## src/rtl/perceptron_pkg.sv

```systemverilog
// Shared perceptron types: number formats, trainer FSM states and the
// fixed-point helpers used by the sequencer and its weight-update datapath.
package perceptron;

    typedef enum logic [1:0] {INT, FXP, FLT, BIN} dtype_t;

    typedef struct packed {
        dtype_t dtype;
        logic   sgn;
        int     prec;
        int     frac;
    } dconf_t;

    typedef enum logic [2:0] {IDLE, MAC, ACT, UPD, DONE} slp_state_t;

    function automatic int acc_width(input int i_prec, input int w_prec, input int weight);
        return i_prec + w_prec + $clog2(weight);
    endfunction

    function automatic logic dtype_ok(input dtype_t dt);
        return (dt == INT) || (dt == FXP);
    endfunction

    // Widen a prec-bit field to 64 bits, sign- or zero-extending as the format says.
    function automatic logic signed [63:0] ext(input logic [63:0] v, input int prec, input logic sgn);
        logic [63:0] m;
        m = (64'd1 << prec) - 64'd1;
        if (sgn && v[prec-1]) return signed'(v | ~m);
        return signed'(v & m);
    endfunction

    // Floor (arithmetic right shift) when dropping fraction bits, left shift when adding.
    function automatic logic signed [63:0] align_frac(input logic signed [63:0] v,
                                                      input int from_frac, input int to_frac);
        if (from_frac > to_frac) return v >>> (from_frac - to_frac);
        return v <<< (to_frac - from_frac);
    endfunction

endpackage

```

## src/rtl/slp_wupdate.sv

```systemverilog
// Combinational weight update: w +/- align(rate*x), clipped to the weight range.
module slp_wupdate import perceptron::*; #(
    parameter dconf_t I_CONF = '{INT, 1'b1, 8, 3},
    parameter dconf_t R_CONF = '{INT, 1'b0, 4, 4},
    parameter dconf_t W_CONF = '{INT, 1'b1, 16, 4}
) (
    input  logic [R_CONF.prec-1:0] rate,
    input  logic [I_CONF.prec-1:0] x,
    input  logic [W_CONF.prec-1:0] w,
    input  logic                   sub,
    output logic [W_CONF.prec-1:0] w_new,
    output logic                   sat
);
    localparam int WP = W_CONF.prec;
    localparam logic signed [63:0] W_MAX = W_CONF.sgn ? (64'sd1 <<< (WP - 1)) - 64'sd1
                                                      : (64'sd1 <<< WP) - 64'sd1;
    localparam logic signed [63:0] W_MIN = W_CONF.sgn ? -(64'sd1 <<< (WP - 1)) : 64'sd0;

    logic signed [63:0] d;
    logic signed [63:0] sum;

    always_comb begin
        d     = align_frac(ext(64'(rate), R_CONF.prec, R_CONF.sgn) * ext(64'(x), I_CONF.prec, I_CONF.sgn),
                           R_CONF.frac + I_CONF.frac, W_CONF.frac);
        sum   = sub ? ext(64'(w), WP, W_CONF.sgn) - d : ext(64'(w), WP, W_CONF.sgn) + d;
        sat   = 1'b0;
        w_new = WP'(sum);
        if (sum > W_MAX) begin
            w_new = WP'(W_MAX);
            sat   = 1'b1;
        end else if (sum < W_MIN) begin
            w_new = WP'(W_MIN);
            sat   = 1'b1;
        end
    end

endmodule

```

## src/rtl/slp_train_seq.sv

```systemverilog
// Single-layer perceptron trainer/inferencer: one shared MAC walks the neurons
// serially, then optionally rewrites a misclassifying neuron's weights in place.
module slp_train_seq import perceptron::*; #(
    parameter int     IN     = 8,
    parameter int     OUT    = 4,
    parameter dconf_t I_CONF = '{INT, 1'b1, 8, 3},
    parameter dconf_t R_CONF = '{INT, 1'b0, 4, 4},
    parameter dconf_t W_CONF = '{INT, 1'b1, 16, 4},
    parameter dconf_t P_CONF = '{INT, 1'b1, 8, 3},
    localparam int WEIGHT = IN + 1,
    localparam int I_PREC = I_CONF.prec,
    localparam int R_PREC = R_CONF.prec,
    localparam int W_PREC = W_CONF.prec,
    localparam int P_PREC = P_CONF.prec,
    localparam int OW     = (OUT > 1) ? $clog2(OUT) : 1,
    localparam int IW     = $clog2(WEIGHT),
    localparam int EW     = $clog2(OUT + 1)
) (
    input  logic                    clk,
    input  logic                    reset_,
    input  logic                    mode,
    input  logic                    in_valid,
    output logic                    in_ready,
    input  logic [IN*I_PREC-1:0]    in,
    input  logic [OUT-1:0]          target,
    input  logic [R_PREC-1:0]       rate,
    output logic                    out_valid,
    input  logic                    out_ready,
    output logic [OUT*P_PREC-1:0]   infer,
    output logic [EW-1:0]           err_cnt,
    output logic                    sat,
    input  logic                    w_we,
    input  logic [OW-1:0]           w_oidx,
    input  logic [IW-1:0]           w_iidx,
    input  logic [W_PREC-1:0]       w_wdata,
    output logic [W_PREC-1:0]       w_rdata,
    output logic                    w_err
);
    localparam int ACC_W = acc_width(I_PREC, W_PREC, WEIGHT);
    localparam logic [P_PREC-1:0] P_ONE = P_PREC'(1 << P_CONF.frac);

    if (!dtype_ok(I_CONF.dtype) || !dtype_ok(R_CONF.dtype) ||
        !dtype_ok(W_CONF.dtype) || !dtype_ok(P_CONF.dtype)) begin : g_bad_dtype
        $error("slp_train_seq: only INT or FXP number formats are supported");
    end

    slp_state_t               state_q, state_d;
    logic [IW-1:0]            idx_q, idx_d;
    logic [OW-1:0]            n_q, n_d;
    logic signed [ACC_W-1:0]  acc_q, acc_d;
    logic [IN*I_PREC-1:0]     x_q, x_d;
    logic [OUT-1:0]           t_q, t_d;
    logic [R_PREC-1:0]        rate_q, rate_d;
    logic                     mode_q, mode_d;
    logic                     sub_q, sub_d;
    logic [OUT*P_PREC-1:0]    infer_q, infer_d;
    logic [EW-1:0]            err_cnt_q, err_cnt_d;
    logic                     sat_q, sat_d;
    logic                     out_valid_q, out_valid_d;
    logic                     w_err_q, w_err_d;
    logic [W_PREC-1:0]        w_q [OUT][WEIGHT];
    logic [W_PREC-1:0]        w_d [OUT][WEIGHT];

    logic [I_PREC-1:0]        x_arr [WEIGHT];
    logic [I_PREC-1:0]        x_cur;
    logic [W_PREC-1:0]        w_cur, w_upd;
    logic                     upd_sat, y, adv;
    logic signed [ACC_W-1:0]  prod;

    // The bias term sits at the last weight index with a constant 1.0 input.
    for (genvar gi = 0; gi < IN; gi++) begin : g_x
        assign x_arr[gi] = x_q[gi*I_PREC +: I_PREC];
    end
    assign x_arr[IN] = I_PREC'(1 << I_CONF.frac);

    assign x_cur = x_arr[idx_q];
    assign w_cur = w_q[n_q][idx_q];
    assign prod  = ACC_W'(ext(64'(x_cur), I_PREC, I_CONF.sgn)) * ACC_W'(ext(64'(w_cur), W_PREC, W_CONF.sgn));
    assign y     = ~acc_q[ACC_W-1];

    slp_wupdate #(.I_CONF(I_CONF), .R_CONF(R_CONF), .W_CONF(W_CONF)) u_wupdate (
        .rate  (rate_q),
        .x     (x_cur),
        .w     (w_cur),
        .sub   (sub_q),
        .w_new (w_upd),
        .sat   (upd_sat)
    );

    always_comb begin
        state_d     = state_q;
        idx_d       = idx_q;
        n_d         = n_q;
        acc_d       = acc_q;
        x_d         = x_q;
        t_d         = t_q;
        rate_d      = rate_q;
        mode_d      = mode_q;
        sub_d       = sub_q;
        infer_d     = infer_q;
        err_cnt_d   = err_cnt_q;
        sat_d       = sat_q;
        out_valid_d = out_valid_q;
        w_err_d     = 1'b0;
        w_d         = w_q;
        adv         = 1'b0;

        case (state_q)
            IDLE: begin
                if (in_valid) begin
                    x_d       = in;
                    t_d       = target;
                    rate_d    = rate;
                    mode_d    = mode;
                    acc_d     = '0;
                    err_cnt_d = '0;
                    sat_d     = 1'b0;
                    n_d       = '0;
                    idx_d     = '0;
                    state_d   = MAC;
                end
            end
            MAC: begin
                acc_d = acc_q + prod;
                if (idx_q == IW'(WEIGHT - 1)) begin
                    idx_d   = '0;
                    state_d = ACT;
                end else begin
                    idx_d = idx_q + IW'(1);
                end
            end
            ACT: begin
                infer_d[int'(n_q)*P_PREC +: P_PREC] = y ? P_ONE : '0;
                sub_d = y;
                if (y != t_q[n_q]) err_cnt_d = err_cnt_q + EW'(1);
                if (mode_q && (y != t_q[n_q])) state_d = UPD;
                else                           adv     = 1'b1;
            end
            UPD: begin
                w_d[n_q][idx_q] = w_upd;
                if (upd_sat) sat_d = 1'b1;
                if (idx_q == IW'(WEIGHT - 1)) adv   = 1'b1;
                else                          idx_d = idx_q + IW'(1);
            end
            DONE: begin
                // out_valid rises one cycle after entering DONE and drops on the handshake.
                if (!out_valid_q) begin
                    out_valid_d = 1'b1;
                end else if (out_ready) begin
                    out_valid_d = 1'b0;
                    state_d     = IDLE;
                end
            end
            default: state_d = IDLE;
        endcase

        if (adv) begin
            acc_d = '0;
            idx_d = '0;
            if (n_q == OW'(OUT - 1)) begin
                state_d = DONE;
            end else begin
                n_d     = n_q + OW'(1);
                state_d = MAC;
            end
        end

        if (w_we) begin
            if (state_q == IDLE) begin
                for (int o = 0; o < OUT; o++)
                    for (int i = 0; i < WEIGHT; i++)
                        if (w_oidx == OW'(o) && w_iidx == IW'(i)) w_d[o][i] = w_wdata;
            end else begin
                w_err_d = 1'b1;
            end
        end
    end

    always_ff @(posedge clk or negedge reset_) begin
        if (!reset_) state_q <= IDLE;
        else         state_q <= state_d;
    end

    always_ff @(posedge clk or negedge reset_) begin
        if (!reset_) begin
            idx_q       <= '0;
            n_q         <= '0;
            acc_q       <= '0;
            x_q         <= '0;
            t_q         <= '0;
            rate_q      <= '0;
            mode_q      <= 1'b0;
            sub_q       <= 1'b0;
            infer_q     <= '0;
            err_cnt_q   <= '0;
            sat_q       <= 1'b0;
            out_valid_q <= 1'b0;
            w_err_q     <= 1'b0;
            for (int o = 0; o < OUT; o++)
                for (int i = 0; i < WEIGHT; i++)
                    w_q[o][i] <= '0;
        end else begin
            idx_q       <= idx_d;
            n_q         <= n_d;
            acc_q       <= acc_d;
            x_q         <= x_d;
            t_q         <= t_d;
            rate_q      <= rate_d;
            mode_q      <= mode_d;
            sub_q       <= sub_d;
            infer_q     <= infer_d;
            err_cnt_q   <= err_cnt_d;
            sat_q       <= sat_d;
            out_valid_q <= out_valid_d;
            w_err_q     <= w_err_d;
            w_q         <= w_d;
        end
    end

    always_comb begin
        w_rdata = '0;
        for (int o = 0; o < OUT; o++)
            for (int i = 0; i < WEIGHT; i++)
                if (w_oidx == OW'(o) && w_iidx == IW'(i)) w_rdata = w_q[o][i];
    end

    assign in_ready  = (state_q == IDLE);
    assign out_valid = out_valid_q;
    assign infer     = infer_q;
    assign err_cnt   = err_cnt_q;
    assign sat       = sat_q;
    assign w_err     = w_err_q;

endmodule

```

## config.mk

```make
export PLATFORM = sky130hd
export DESIGN_NAME = slp_train_seq
export DESIGN_NICKNAME = d
export VERILOG_FILES = /design/src/rtl/perceptron_pkg.sv /design/src/rtl/slp_wupdate.sv /design/src/rtl/slp_train_seq.sv
export SDC_FILE = /design/constraint.sdc
export NUM_CORES = 2
export LEC_CHECK = 0
export ABC_CLOCK_PERIOD_IN_PS = 15600
export CAP_MARGIN = 20
export CORE_UTILIZATION = 45
export CTS_CLUSTER_DIAMETER = 150
export CTS_CLUSTER_SIZE = 14
export DETAILED_ROUTE_END_ITERATION = 8
export SLEW_MARGIN = 25
export SYNTH_ARGS = -nofsm -noshare
export SYNTH_HDL_FRONTEND = slang
export SYNTH_SLANG_ARGS = --single-unit
```

## constraint.sdc

```tcl
create_clock -name clk -period 15.6 [get_ports clk]
set_clock_uncertainty 0.2 [all_clocks]
set_input_delay 4.68 -clock clk [delete_from_list [all_inputs] [get_ports clk]]
set_output_delay 4.68 -clock clk [all_outputs]
set_load 0.05 [all_outputs]
```

# Yosys cells after proc, flatten, opt, wreduce, memory -nomap -nowiden
# Cells that the tools add are included.
# Widths: inputs -> output; s select.
# word_totals
output_inout_bits,55
register_bits,725
wordCells,288
in_bits,100
# classes
n_reduce_logical,52
shifts,2
n_bitwise,3
n_mul,2
n_eq_ne,28
n_mux,137
magnitude_cmp,7
n_addsub,7
# op_table
cell,n
$mux 576,3
$mux 16,77
$bwmux 576,1
$mux 144,3
$mux 64,5
$bmux 144 s2,1
$demux 144 s2,1
$add 64x61->64,1
$bmux 16 s4,1
$demux 16 s4,1
$gt 64x16->1 const B,1
$lt 64x16->1 const B,1
$mul 5x64->64,1
$sub 64x61->64,1
$mux 28,2
$pmux 28 s2,1
$logic_and 1x1->1,39
$neg 5->33,1
$shift 8x33->32 const A,1
$shiftx 8x33->32,1
$bmux 8 s4,1
$bwmux 32,1
$add 28x28->28,1
$mul 28x28->28,1
other kinds (44),91

# Longest topological paths before layout
# depth
depth_word,38
depth_mapped,53

# Modules after synthesis
# A second synthesis with hierarchy kept.
# unflattened
hier_cells,6609
hier_area_um2,59286.9
# by_module_without_submodules
module,area_per_inst_um2,cells_each,n_inst
slp_train_seq,50513.4,5358,1
slp_wupdate,8773.4,1251,1

# Least setup slack after synthesis
# OpenSTA, ideal clock, no wires.
# synth_path
path_kind,input -> output
startpoint,input port w_iidx[0]
endpoint,output port w_rdata[7]
arrival_time_ns,8.553
stages,17
t_required_ns,10.720
setup_slack_ns,2.167
cell_sequence,clkbuf_1 or4b_2 clkbuf_1 nor2_1 clkbuf_1 a222oi_1 nand3_1 nor2_1 o21ai_0 nand2_1 a21oi_1 a211oi_1 nor4_1 o22ai_1 nand3_1 o21ai_0 a311oi_1
# synth_via
elab_chain_cells,38
# synth_rtl
item,line_no,rtl
"start, declared",slp_train_seq.sv:34,"input logic [IW-1:0] w_iidx,"
$logic_not 4->1,slp_train_seq.sv:224,if (w_oidx == OW'(o) && w_iidx == IW'(i)) w_rdata = w_q[o][i];
$logic_and 1x1->1,slp_train_seq.sv:224,
$mux 16 (35 in a row),slp_train_seq.sv:224,
$mux 16 (*),slp_train_seq.sv:224,
"end, declared",slp_train_seq.sv:36,"output logic [W_PREC-1:0] w_rdata,"
# Mark *: on every way between the ends. The rest lies on a longest branch, timed or not.

# Worst setup path in the final report
# layout_path
startpoint,input port w_iidx[1]
endpoint,output port w_rdata[6]
# The elaborated chain is that of the path after synthesis.

==> flow_summary_export.csv <==
group,metric,value,unit
outcome,status,"finished, final reports clean",
sta,max_freq,68.3,MHz
worst_setup_path,cp_slowest_cell,"or4b_2",
sta,fin_hold_ws,0.270,ns
finish,layout_commonest_cell,"dfrtp_1",
routing,vias,50400,
sta,fin_crit_sh,0.938,
clocking,cts_hold_buf,0,
job,max-cap-violations,0,
clocking,cts_tree,"built",
worst_setup_path,path_class,"in -> out",
finish,area_growth,8.44,%
synthesis,synth-warning-count,0,
routing,first_pass_iters,7,
placement,detailed_place.area,0.0569,mm^2
global_routing,antenna_found_initial,37,
clocking,cts_resized,0,
placement,dp_hpwl,212000,um
clocking,clk_latency,0.70,ns
worst_setup_path,critPathArrivalTime,9.76,ns
placement,port_buffers,126,
min_path,hold_path_class,"reg -> reg",
routing,drc,0,
synthesis,synth.ff_latch_count,697,
routing,viasPerCell,6.96,
global_routing,grt_max_degree,168,
global_routing,track_usage,0.450,
min_path,min_from,"x_q[24]$_DFFE_PN0P_",
worst_setup_path,end_kind,"output port",
worst_setup_path,r2r-start,"idx_q[1]$_DFFE_PN0P_",
global_routing,gr-total-overflow,0,
synthesis,ys_types,94,
routing,postRouteAntennaNets,0,
routing,initialDrtViolationCount,7762,
finish,design_area,0.0586,mm^2
clocking,cts_num_sinks,697,
global_routing,grt_pass1_wl,383000,um
clocking,clk_pin_slew,0.07,ns
worst_setup_path,rr_endpoint,"w_q[165]$_DFF_PN0_",
die,start_util,0.456,
worst_setup_path,crit_top_cell,"buf_4",
finish,final_cell_mix,"693 x dfrtp_1, 622 x a22oi_1, 565 x nand2_1, 397 x inv_1, 368 x o21ai_1",
sta,setup_violations,0,
worst_setup_path,worstPathCellList,"clkdlybuf4s50_1, buf_4, or4b_2, nor2_1, buf_4, a222oi_1, nand3_1, o21ai_0, a31oi_1, o221ai_1, nand4_1, o221ai_1, a211oi_1, a221oi_1, a21oi_1, nor2_1, o31ai_1, buf_4",
worst_setup_path,cp-start-kind,"input port",
synthesis,synth.top_cells.by_area,"dfrtp_1 32%, fa_1 10%, a22oi_1 8.6%, mux4_2 7.9%, ha_1 5.4%",
sta,finalHoldViolCount,0,
synthesis,synth_edf_count,0,
synthesis,async_reset_ff_frac,1.00,
finish,drive_above_1_share,0.102,
worst_setup_path,reg2regPathDepth,48,
min_path,holdPathStages,2,
die,row_count,126,
finish,final_nets,6210,
sta,grt_setup_unrepaired,"false",
routing,wl_per_cell,38.4,um
die,core_area,0.119,mm^2
synthesis,synth_area_leader_cell,"dfrtp_1",
finish,num-fill-cells,11200,
placement,place_congestion,1.04,
sta,min_period,14.64,ns
die,die_width,348,um
global_routing,first_global_vias,47400,
routing,wirelength,278000,um
die,io_pins,155,
synthesis,yosysSeqAreaShare,0.323,
worst_setup_path,crit_fanout,14,
synthesis,yosysTopAreaCellShare,0.323,
worst_setup_path,path_buf_inv,4,
min_path,holdPathEnd,"x_q[24]$_DFFE_PN0P_",
clocking,h-tree-depth,2,
clocking,root_buffer,"clkbuf_16",
worst_setup_path,cpPeakStageDelay,0.83,ns
sta,slew_headroom,0.195,
synthesis,syn_area,0.0540,mm^2
synthesis,synthFlopType,"dfrtp_1",
worst_setup_path,critical_path_required,10.72,ns
sta,slew_viol_final,0,
clocking,numCtsBuffers,56,
clocking,clockBufferDepth,3,
sta,tightest_slew,1.20,ns
worst_setup_path,rrSetupSlack,1.33,ns
clocking,postCtsSetupBuffers,0,
synthesis,synth_area_per_cell,9.55,um^2
die,die_area,0.121,mm^2
synthesis,netlist_instances,5655,
die,die_h,348,um
worst_setup_path,crit_cells,18,
sta,finalSetupTns,0,ns
worst_setup_path,critPathTopFamily,"compound AO/OA/AOI/OAI gates",
## sequential cells by signal (all words and copies together), names as in the netlist
register and count:
t_q 4, sub_q 1, w_q 576, err_cnt 3, w_err 1, infer 4
x_q 64, mode_q 1, out_valid 1, state_q 3, sat 1, n_q 2
idx_q 4, rate_q 4, acc_q 28
## through the flow
step,cells,worst slack (ns),util
after detailed placement,7146,1.14,0.480
after global placement,7146,1.18,0.480
after global routing,7215,0.508,0.494
after CTS,7210,1.10,0.493
final,7235,0.963,0.494
after floorplan,5682,2.17,-
## cell usage after synthesis (10+ instances only)
master and number:
nor2_1 270, xor2_1 59, buf_4 42, nor3_1 48, ha_1 235, a221oi_1 37
dfrtp_1 697, o211ai_1 12, inv_1 398, mux4_2 190, a22oi_1 622, nand4_1 34
and2_1 59, nor4_1 19, mux2i_1 31, nand3_1 64, a21o_1 56, nand2b_1 34
fa_1 270, a22o_1 23, buf_2 10, nand2_1 567, xnor2_1 96, clkbuf_1 313
o21ai_0 337, buf_6 25, o21ai_1 368, o221ai_1 20, buf_1 46, a31oi_1 33
nor2b_1 37, o22ai_1 50, o2bb2ai_1 14, or3_1 14, and3_1 27, a222oi_1 24
a211oi_1 31, o31ai_1 16, o21a_1 18, a21oi_1 228, o21bai_1 10
## worst min-delay path: cells and delay by family, from the launching register on
family / cells / cell delay (ns)
flip-flops: 1 / 0.33
AND/OR/NAND/NOR: 2 / 0.10
## cell families after synthesis
kind of cell | Yosys count | synth area share
AOI/OAI and AO/OA | 1983 | 0.239
xor gates and xnor gates | 155 | 0.0251
adders and majority gates | 505 | 0.155
buffers and inverters | 845 | 0.0656
DFF | 697 | 0.323
muxes | 224 | 0.0859
other | 1 | 0.0000694
and+or+nand+nor | 1245 | 0.107
## worst max path at each step
stage	start	to	slack, ns
6_report	w_iidx[1]	w_rdata[6]	0.96
5_1_grt	idx_q[1]$_DFFE_PN0P_	w_q[293]$_DFF_PN0_	0.51
3_3_place_gp	w_iidx[3]	w_rdata[6]	1.18
2_1_floorplan	w_iidx[0]	w_rdata[7]	2.17
3_5_place_dp	w_iidx[1]	w_rdata[6]	1.14
4_1_cts	w_iidx[1]	w_rdata[6]	1.10
## layout make-up
| class | count | area (um^2) | area share |
|---|---|---|---|
| diodes | 24 | 60.1 | 0.00103 |
| clock buffers | 60 | 1460 | 0.0249 |
| clock inverters | 4 | 62.6 | 0.00107 |
| inverters | 400 | 1500 | 0.0256 |
| multi-input cells | 4140 | 33400 | 0.570 |
| flip-flops and latches | 697 | 17500 | 0.298 |
| well taps | 1600 | 2000 | 0.0342 |
| repair buffers | 310 | 2630 | 0.0448 |
## per-layer routing
layer / wire, um / share of wire / GRT usage / vias up
li1: - / - / - / 20500
met5: 260 / 0.00094 / 0 / -
met4: 18800 / 0.068 / 0.247 / 34
met1: 105000 / 0.38 / 0.579 / 25300
met3: 34600 / 0.12 / 0.155 / 825
met2: 119000 / 0.43 / 0.664 / 3680
Power is not shown: default switching activity piles up to over one toggle a cycle in this logic, so the estimate is an artifact.
